$ cat src/rtl/seq_counter_ctrl_if.sv
// Host/config and status bundle for seq_counter_ctrl.
// master: cfg_*, start, steps, stop out; state, busy, done, wrap in.
interface seq_counter_ctrl_if #(
   parameter int SW = 3,
   parameter int CW = 8
);
   logic          cfg_we;
   logic [SW-1:0] cfg_addr;
   logic [SW-1:0] cfg_data;
   logic          start;
   logic [CW-1:0] steps;
   logic          stop;
   logic [SW-1:0] state;
   logic          busy;
   logic          done;
   logic          wrap;

   modport master (
      output cfg_we, cfg_addr, cfg_data,
      output start, steps, stop,
      input  state, busy, done, wrap
   );

   modport slave (
      input  cfg_we, cfg_addr, cfg_data,
      input  start, steps, stop,
      output state, busy, done, wrap
   );
endinterface

$ cat src/rtl/seq_counter_ctrl.sv
// Run controller for a table-driven custom-sequence state counter.
// Ports: clk, rst (async high), bus (seq_counter_ctrl_if.slave).
module seq_counter_ctrl #(
   parameter int SW = 3,
   parameter int CW = 8
) (
   input logic              clk,
   input logic              rst,
   seq_counter_ctrl_if.slave bus
);
   localparam int N = 2**SW;

   typedef enum logic [1:0] {
      IDLE = 2'd0,
      RUN  = 2'd1,
      DONE = 2'd2
   } fsm_t;

   fsm_t          fsm_q, fsm_d;
   logic [SW-1:0] state_q;
   logic [CW-1:0] rem_q;
   logic          free_q;
   logic          wrap_q;
   logic [SW-1:0] tbl [N];
   logic          adv;
   logic          load;
   logic [SW-1:0] nxt;

   // Reset sequence: evens ascending, then odds, then back to 0.
   // The top odd entry is unreachable and recovers to 0.
   function automatic logic [SW-1:0] dflt(input int i);
      int nx;
      nx = i + 2;
      if (i % 2 == 0)
         return (nx < N) ? SW'(nx) : SW'(1);
      else
         return (nx < N - 1) ? SW'(nx) : '0;
   endfunction

   assign nxt = tbl[state_q];

   always_comb begin
      fsm_d = fsm_q;
      adv   = 1'b0;
      load  = 1'b0;
      case (fsm_q)
         IDLE: begin
            if (bus.start) begin
               fsm_d = RUN;
               load  = 1'b1;
            end
         end
         DONE: begin
            if (bus.start) begin
               fsm_d = RUN;
               load  = 1'b1;
            end else begin
               fsm_d = IDLE;
            end
         end
         RUN: begin
            if (bus.stop) begin
               fsm_d = IDLE;
            end else begin
               adv = 1'b1;
               if (!free_q && rem_q == CW'(1))
                  fsm_d = DONE;
            end
         end
         default: fsm_d = IDLE;
      endcase
   end

   always_ff @(posedge clk or posedge rst) begin
      if (rst) begin
         fsm_q   <= IDLE;
         state_q <= '0;
         rem_q   <= '0;
         free_q  <= 1'b0;
         wrap_q  <= 1'b0;
         for (int i = 0; i < N; i++)
            tbl[i] <= dflt(i);
      end else begin
         fsm_q  <= fsm_d;
         wrap_q <= adv && (nxt == '0)
                   && (state_q != '0);
         if (adv)
            state_q <= nxt;
         if (load) begin
            rem_q  <= bus.steps;
            free_q <= (bus.steps == '0);
         end else if (adv && !free_q) begin
            rem_q <= rem_q - CW'(1);
         end
         // Writes land in IDLE/DONE only, so the
         // table never changes under a live run.
         if (bus.cfg_we && fsm_q != RUN)
            tbl[bus.cfg_addr] <= bus.cfg_data;
      end
   end

   assign bus.state = state_q;
   assign bus.busy  = (fsm_q == RUN);
   assign bus.done  = (fsm_q == DONE);
   assign bus.wrap  = wrap_q;
endmodule

$ cat src/flat_wrapper.sv
// flat-port wrapper written by rule: the top's interface ports become plain ports
module seq_counter_ctrl_flat 
#(
   parameter int SW = 3,
   parameter int CW = 8
)
  (clk, rst, bus_cfg_we, bus_cfg_addr, bus_cfg_data, bus_start, bus_steps, bus_stop, bus_state, bus_busy, bus_done, bus_wrap);
  seq_counter_ctrl_if #(.SW(SW), .CW(CW)) bus_i ();
  input logic clk;
  input logic rst;
  input wire logic [$bits(bus_i.cfg_we)-1:0] bus_cfg_we;
  input wire logic [$bits(bus_i.cfg_addr)-1:0] bus_cfg_addr;
  input wire logic [$bits(bus_i.cfg_data)-1:0] bus_cfg_data;
  input wire logic [$bits(bus_i.start)-1:0] bus_start;
  input wire logic [$bits(bus_i.steps)-1:0] bus_steps;
  input wire logic [$bits(bus_i.stop)-1:0] bus_stop;
  output wire logic [$bits(bus_i.state)-1:0] bus_state;
  output wire logic [$bits(bus_i.busy)-1:0] bus_busy;
  output wire logic [$bits(bus_i.done)-1:0] bus_done;
  output wire logic [$bits(bus_i.wrap)-1:0] bus_wrap;
  assign bus_i.cfg_we = bus_cfg_we;
  assign bus_i.cfg_addr = bus_cfg_addr;
  assign bus_i.cfg_data = bus_cfg_data;
  assign bus_i.start = bus_start;
  assign bus_i.steps = bus_steps;
  assign bus_i.stop = bus_stop;
  assign bus_state = bus_i.state;
  assign bus_busy = bus_i.busy;
  assign bus_done = bus_i.done;
  assign bus_wrap = bus_i.wrap;
  seq_counter_ctrl #(.SW(SW), .CW(CW)) u_core (.clk(clk), .rst(rst), .bus(bus_i));
endmodule
$ cat config.mk
export PLATFORM = sky130hd
export DESIGN_NAME = seq_counter_ctrl_flat
export DESIGN_NICKNAME = d
export VERILOG_FILES = /design/src/rtl/seq_counter_ctrl_if.sv /design/src/rtl/seq_counter_ctrl.sv /design/src/flat_wrapper.sv
export SDC_FILE = /design/constraint.sdc
export NUM_CORES = 1
export LEC_CHECK = 0
export CORE_ASPECT_RATIO = 1.1
export CORE_UTILIZATION = 54
export CTS_CLUSTER_SIZE = 16
export DETAILED_ROUTE_END_ITERATION = 12
export PLACE_DENSITY = 0.88
export SYNTH_ARGS = -nofsm -noshare
export SYNTH_HDL_FRONTEND = slang
export SYNTH_SLANG_ARGS = --single-unit
$ cat constraint.sdc
create_clock -name clk -period 1.8 [get_ports clk]
set_input_delay 0.36 -clock clk [delete_from_list [all_inputs] [get_ports clk]]
set_output_delay 0.36 -clock clk [all_outputs]
set_load 0.05 [all_outputs]
======== Word-level counts from Yosys, hierarchy flattened ========
Index checks and enable logic that the tools add are counted.
cells by class
  bitwise operators ....................... 2
  eq/ne operators ......................... 6
  magnitude comparators ................... 3
  $mul .................................... 0
  reduce and logical (&&, ||, !) cells .... 14
  muxes and demuxes ....................... 17
  add/subtract/negate cells ............... 1
  shift operators ......................... 0
  div/mod/pow operators ................... 0
operators by type and width
  operator                                                   count
  bitwise mux 24 bit                                         1
  2-to-1 mux 8 bit                                           2
  binary-select mux 3 bit (select 3 bit)                     1
  demux 3 bit (select 3 bit)                                 1
  2-to-1 mux 3 bit                                           3
  == test 8 x 1 -> 1 bit (second input constant)             1
  greater-or-equal comparator 4 bit (second input constant)  2
  zero test 8 bit                                            1
  NOT 3 -> 4 bit                                             2
  subtractor 8 x 1 -> 8 bit (second input constant)          1
  logical AND 1 bit                                          6
  2-to-1 mux 2 bit                                           3
  one-hot mux 2 bit (3 select lines)                         1
  2-to-1 mux 1 bit                                           5
  < comparator 4 x 1 -> 1 bit (second input constant)        1
  zero test 3 bit                                            1
  != test 3 x 2 -> 1 bit (second input constant)             1
  nonzero test 3 bit                                         1
  == test 2 x 1 -> 1 bit (second input constant)             1
  == test 2 bit (second input constant)                      1
  zero test 2 bit                                            1
  != test 2 x 1 -> 1 bit (second input constant)             1
  != test 2 bit (second input constant)                      1
  AND reduction 2 bit                                        1
  other kinds (3)                                            3
word-level totals
  bits in latches ......................... 0
  RAM bits ................................ 0
  bits of input ports ..................... 19
  memories ................................ 0
  output and inout port bits .............. 6
  register bits ........................... 39
  memory bits (read-only) ................. 0

======== Depth between registers and ports, before layout ========
  depth in word-level cells ............... 7
  gate-level depth with buffers ........... 5

======== Worst setup path before layout ========
OpenSTA, ideal clock, no wires.
  kind .................................... reg-to-reg
  from .................................... register u_core.state_q[0], in the netlist u_core.bus.state[0]
  to ...................................... register u_core.wrap_q, in the netlist u_core.bus.wrap
  buffers on the path ..................... 1
  required time ........................... 1.720 ns
  path slack .............................. -0.019 ns
  stages on the path, launching flop included .. 6
  clock period less this slack ............ 1.819 ns
  arrival ................................. 1.740 ns
  path through ............................ dfrtp_1 -> buf_6 -> mux4_2 -> mux2i_4 -> o31ai_1 -> nor3b_2
between the ends
  cells in the longest elaborated chain, start to end .. 7
  elaborated cells on any way between the ends .. 8
ends and longest elaborated chain
  item                                                 line                    source
  from (decl)                                          seq_counter_ctrl.sv:20  logic [SW-1:0] state_q;
  from (signal assigned)                               seq_counter_ctrl.sv:88  state_q <= nxt;
  NOT 3 -> 4 bit (not written as such)                 seq_counter_ctrl.sv:40  assign nxt = tbl[state_q];
  binary-select mux 3 bit (select 3 bit)               seq_counter_ctrl.sv:40
  2-to-1 mux 3 bit (not written as such) (2 in a row)  seq_counter_ctrl.sv:40
  zero test 3 bit                                      seq_counter_ctrl.sv:85  wrap_q <= adv && (nxt == '0)
  logical AND 1 bit                                    seq_counter_ctrl.sv:85
  logical AND 1 bit *                                  seq_counter_ctrl.sv:86  && (state_q != '0);
  to (signal assigned)                                 seq_counter_ctrl.sv:85
  to (decl)                                            seq_counter_ctrl.sv:23  logic wrap_q;
Mark *: on every way between the ends. The rest lies on a longest branch, timed or not. The select of a mux whose other input is x is not followed.
A chain may end at the register's enable or synchronous reset.

======== Worst setup path in the final report ========
  from .................................... register u_core.fsm_q[1]
  to ...................................... output bus_busy
between the ends
  cells in the longest elaborated chain, start to end .. 1
ends and longest elaborated chain
  item                    line                     source
  from (decl)             seq_counter_ctrl.sv:19   fsm_t fsm_q, fsm_d;
  from (signal assigned)  seq_counter_ctrl.sv:84   fsm_q <= fsm_d;
  == test 2 x 1 -> 1 bit  seq_counter_ctrl.sv:103  assign bus.busy = (fsm_q == RUN);
  to (decl)               flat_wrapper.sv:18       output wire logic [$bits(bus_i.busy)-1:0] bus_busy;
Every way passes these cells.

==> impl_results.md <==
- Htree depth: 2
- FF-to-FF Start: u_core.fsm_q[1]
- Largest net degree at the start of global routing: 40
- Logic pwr share: 0.400
- Synth Net Count: between 150 and 200
- FILL cells: about 250
- Minimum hold slack: roughly 0.42 ns
- Worst slew margin: 0.6817
- DR iter-0 viols: 36
- WP data required: about 1.4 ns
- Initial antenna violation count: 0
- Pre-CTS setup slack: -0.03566 ns
- Wire length per cell: around 16 um
- Max Fclk: between 0.6 and 0.7 GHz
- Hold buffers post-CTS: 0
- Static leakage: 1.003 nW
- Fraction of layout cells with a size suffix above 1: 0.3299
- Synth-to-layout area growth: 22.06%
- Final setup fails: 0
- Max Fanout on Critical Path: 4
- Mapped Cells: 159
- Setup TNS: 0 ns
- Syn avg cell area: between 10 and 15 um^2
- RSZ-0062 raised after global routing: false
- Nets: about 210
- Via density: between 5 and 6
- Longest Clk Path Bufs: 2
- Initial core utilization: 0.5746
- Net Sw Power: 0.001174 W
- WL final: roughly 3800 um
- CTS Root Cell: clkbuf_4
- Type of origin of the critical path: flop
- Main area contributors after synthesis: dfrtp_1 39%, mux2_2 14%, dfstp_2 12%
- Status: complete, no violations
- Worst-skew pair later-pin latency: approximately 0.35 ns
- Core Area: around 3400 um^2
- Fin. Hold Viols: 0
- Total global-route track usage: 0.2210
- Crit Path Category: flop to primary output
- # Post-CTS Setup Buffers: 0
- CP Capture Type: primary output
- Final ANT Viol Nets: 0
- Number of stages on the worst setup path: 3
- Layout Skew: roughly 0.024 ns
- Sequential Power Share: 0.459
- Resize count post-CTS: 0
- Max-capacitance violation count: 0
- Worst Path Arrival: between 1 and 1.5 ns
- Worst slew pin tran: about 0.48 ns
- R2R depth: 6
- Die area: slightly below 4000 um^2
- Buf/Inv on CP: 2
- Critical-path top delay cell: dfrtp_1
- Number of global-route vias before repair: between 1000 and 1500
- Row Count: 22
- Yosys Warn Count: 0
- Final min period: ~1.6 ns
- Dpl hpwl: roughly 2900 um
- Maximum VDD drop: approximately 0.8 mV
- I/O pin count: 25
- Crit Reg-Reg Endpoint: u_core.tbl[16]
- Pwr dens: around 1400 nW/um^2
- Vias: approximately 1400
- Final Core Density: 0.7014
- P_int: ~0.0021 W
- Mapped Area: a little under 2000 um^2
- Critical Path Max Stage Delay: 0.43 ns
- CP top delay family: flip-flops
- Synth top area share: 0.3859
- CTS tree: done
- DP Cell Count: 234
- Seq/Total Area, Yosys: 0.5074
- TritonCTS Buffers: 5
- Library cells used by synthesis: 35
- Hold Path Class: primary input to async pin
- Final Slew Violations: 0
- Width of the die: 59.23 um
- Setup WS post-layout: roughly 0.15 ns
- Count of clock tree sinks: 39
- CP Cell Sequence: nand2b_2 -> inv_1 -> buf_12
- # DRC: 0
- Leading area contributor after synthesis: dfrtp_1
- Flop-to-flop setup slack: 0.16 ns
- Clk pwr share: 0.140
- Switching part of the total: 0.3543
- # port buffers: 24
- Final cycle utilization of the critical path: 0.9166
- Gpl congestion: about 0.83
- Cell Count, Final, Fillers Out: 242
- Clock transition at path regs: between 0.1 and 0.15 ns
- End of the critical path: bus_busy
- GR Overflow Total: 0
- # diodes: 0
- Critical path origin: u_core.fsm_q[1]
- Die Y: around 65 um
- DRT Pass-1 Iters: 4
- Post-synthesis register bit count: 39
- First-pass GRT wire length: 6216 um
[how the worst min path moves through the flow]
stage                         from             endpoint  slack (ns)  depth (start not counted)
global route                   rst       u_core.tbl[15]        0.45                          3
finish                         rst  u_core.bus.state[0]        0.42                          3
CTS                            rst  u_core.bus.state[1]        0.42                          3
global placement    u_core.tbl[16]       u_core.tbl[16]        0.48                          1
floorplan                 bus_stop      u_core.fsm_q[1]        0.43                          1
detailed placement  u_core.tbl[16]       u_core.tbl[16]        0.49                          1
[Yosys cell counts]
cell type and instances:
a211oi_1 1, a21o_1 2, a21oi_1 2, and3_1 2, buf_2 2, buf_6 1
clkbuf_1 2, dfrtp_1 30, dfstp_2 9, ha_1 2, inv_1 5, mux2_2 25
mux2i_1 4, mux2i_4 1, mux4_1 2, mux4_2 2, nand2_1 17, nand2b_1 1
nand2b_2 1, nand3_1 6, nand3b_1 1, nand4b_1 1, nor2_1 7, nor2b_1 4
nor3_1 3, nor3b_2 2, nor4_1 4, nor4b_1 1, nor4b_4 1, o21a_1 1
o21ai_0 8, o22a_1 1, o31ai_1 1, xnor2_1 1, xor2_1 6
[cells by family (layout without fill, tap and decap cells)]
kind of cell / after synthesis / in the layout / share of synthesized area
and+or+nand+nor: 51 / 51 / 0.1473
DFF: 39 / 39 / 0.5074
muxes: 34 / 34 / 0.2270
AOI/OAI and AO/OA: 16 / 16 / 0.04952
buffers and inverters: 10 / 45 / 0.02444
xor gates and xnor gates: 7 / 7 / 0.03151
adders and majority gates: 2 / 2 / 0.01286
[metrics by stage]
step | area [um^2] | total power (W)
detailed placement | 2315 | 0.002862
global route | 2375 | 0.003509
finish | 2375 | 0.003314
global placement | 2315 | 0.002777
floorplan | 1948 | 0.002424
CTS | 2375 | 0.003334
[tightest hold or removal path, stage by stage]
cell             delay (ns)
clkdlybuf4s50_1        0.40
inv_1                  0.05
buf_4                  0.41
[state kept, by name, indices dropped and copies added (netlist names)]
| signal | cells |
|---|---|
| u_core.bus.wrap | 1 |
| u_core.tbl | 24 |
| u_core.free_q | 1 |
| u_core.rem_q | 8 |
| u_core.fsm_q | 2 |
| u_core.bus.state | 3 |
[area by class of cell]
type	instances	area, um^2	share of cell area
clock inverters	1	5.005	0.002107
clock buffers	7	55.05	0.02318
multi-input cells	110	910.9	0.3836
well taps	48	60.06	0.02529
inverters	5	18.77	0.007903
repair buffers	32	335.3	0.1412
flip-flops and latches	39	989.7	0.4168
[routing by layer]
metal | GRT usage | wire length, um
met2 | 0.3652 | 1948
met1 | 0.2707 | 1610
met4 | 0.08036 | 54
met5 | 0 | 0
met3 | 0.06387 | 174
[power groups by stage]
stage | combinational [W] | sequential [W] | clock (W)
finish | 0.00133 | 0.00152 | 0.000465
global route | 0.00143 | 0.00156 | 0.000514
detailed placement | 0.00133 | 0.00154 | 0
CTS | 0.00133 | 0.00152 | 0.000485
floorplan | 0.000898 | 0.00153 | 0
global placement | 0.00128 | 0.00150 | 0
[cell usage in the layout, fill, tap and decap left out, types with 2 or more instances in the layout]
cell type        synthesis  layout
a21o_1                   2       2
a21oi_1                  2       2
and3_1                   2       2
buf_12                   0       4
buf_4                    0      10
clkbuf_4                 0       5
clkdlybuf4s50_1          0      18
dfrtp_1                 30      28
dfrtp_2                  0       2
dfstp_2                  9       9
ha_1                     2       2
inv_1                    5       5
mux2_2                  25      25
mux2i_1                  4       4
mux4_1                   2       2
mux4_2                   2       2
nand2_1                 17      17
nand3_1                  6       6
nor2_1                   7       7
nor2b_1                  4       4
nor3_1                   3       3
nor3b_2                  2       2
nor4_1                   4       4
o21ai_0                  8       8
xor2_1                   6       6
No activity file was read; power rests on OpenSTA's default activity.
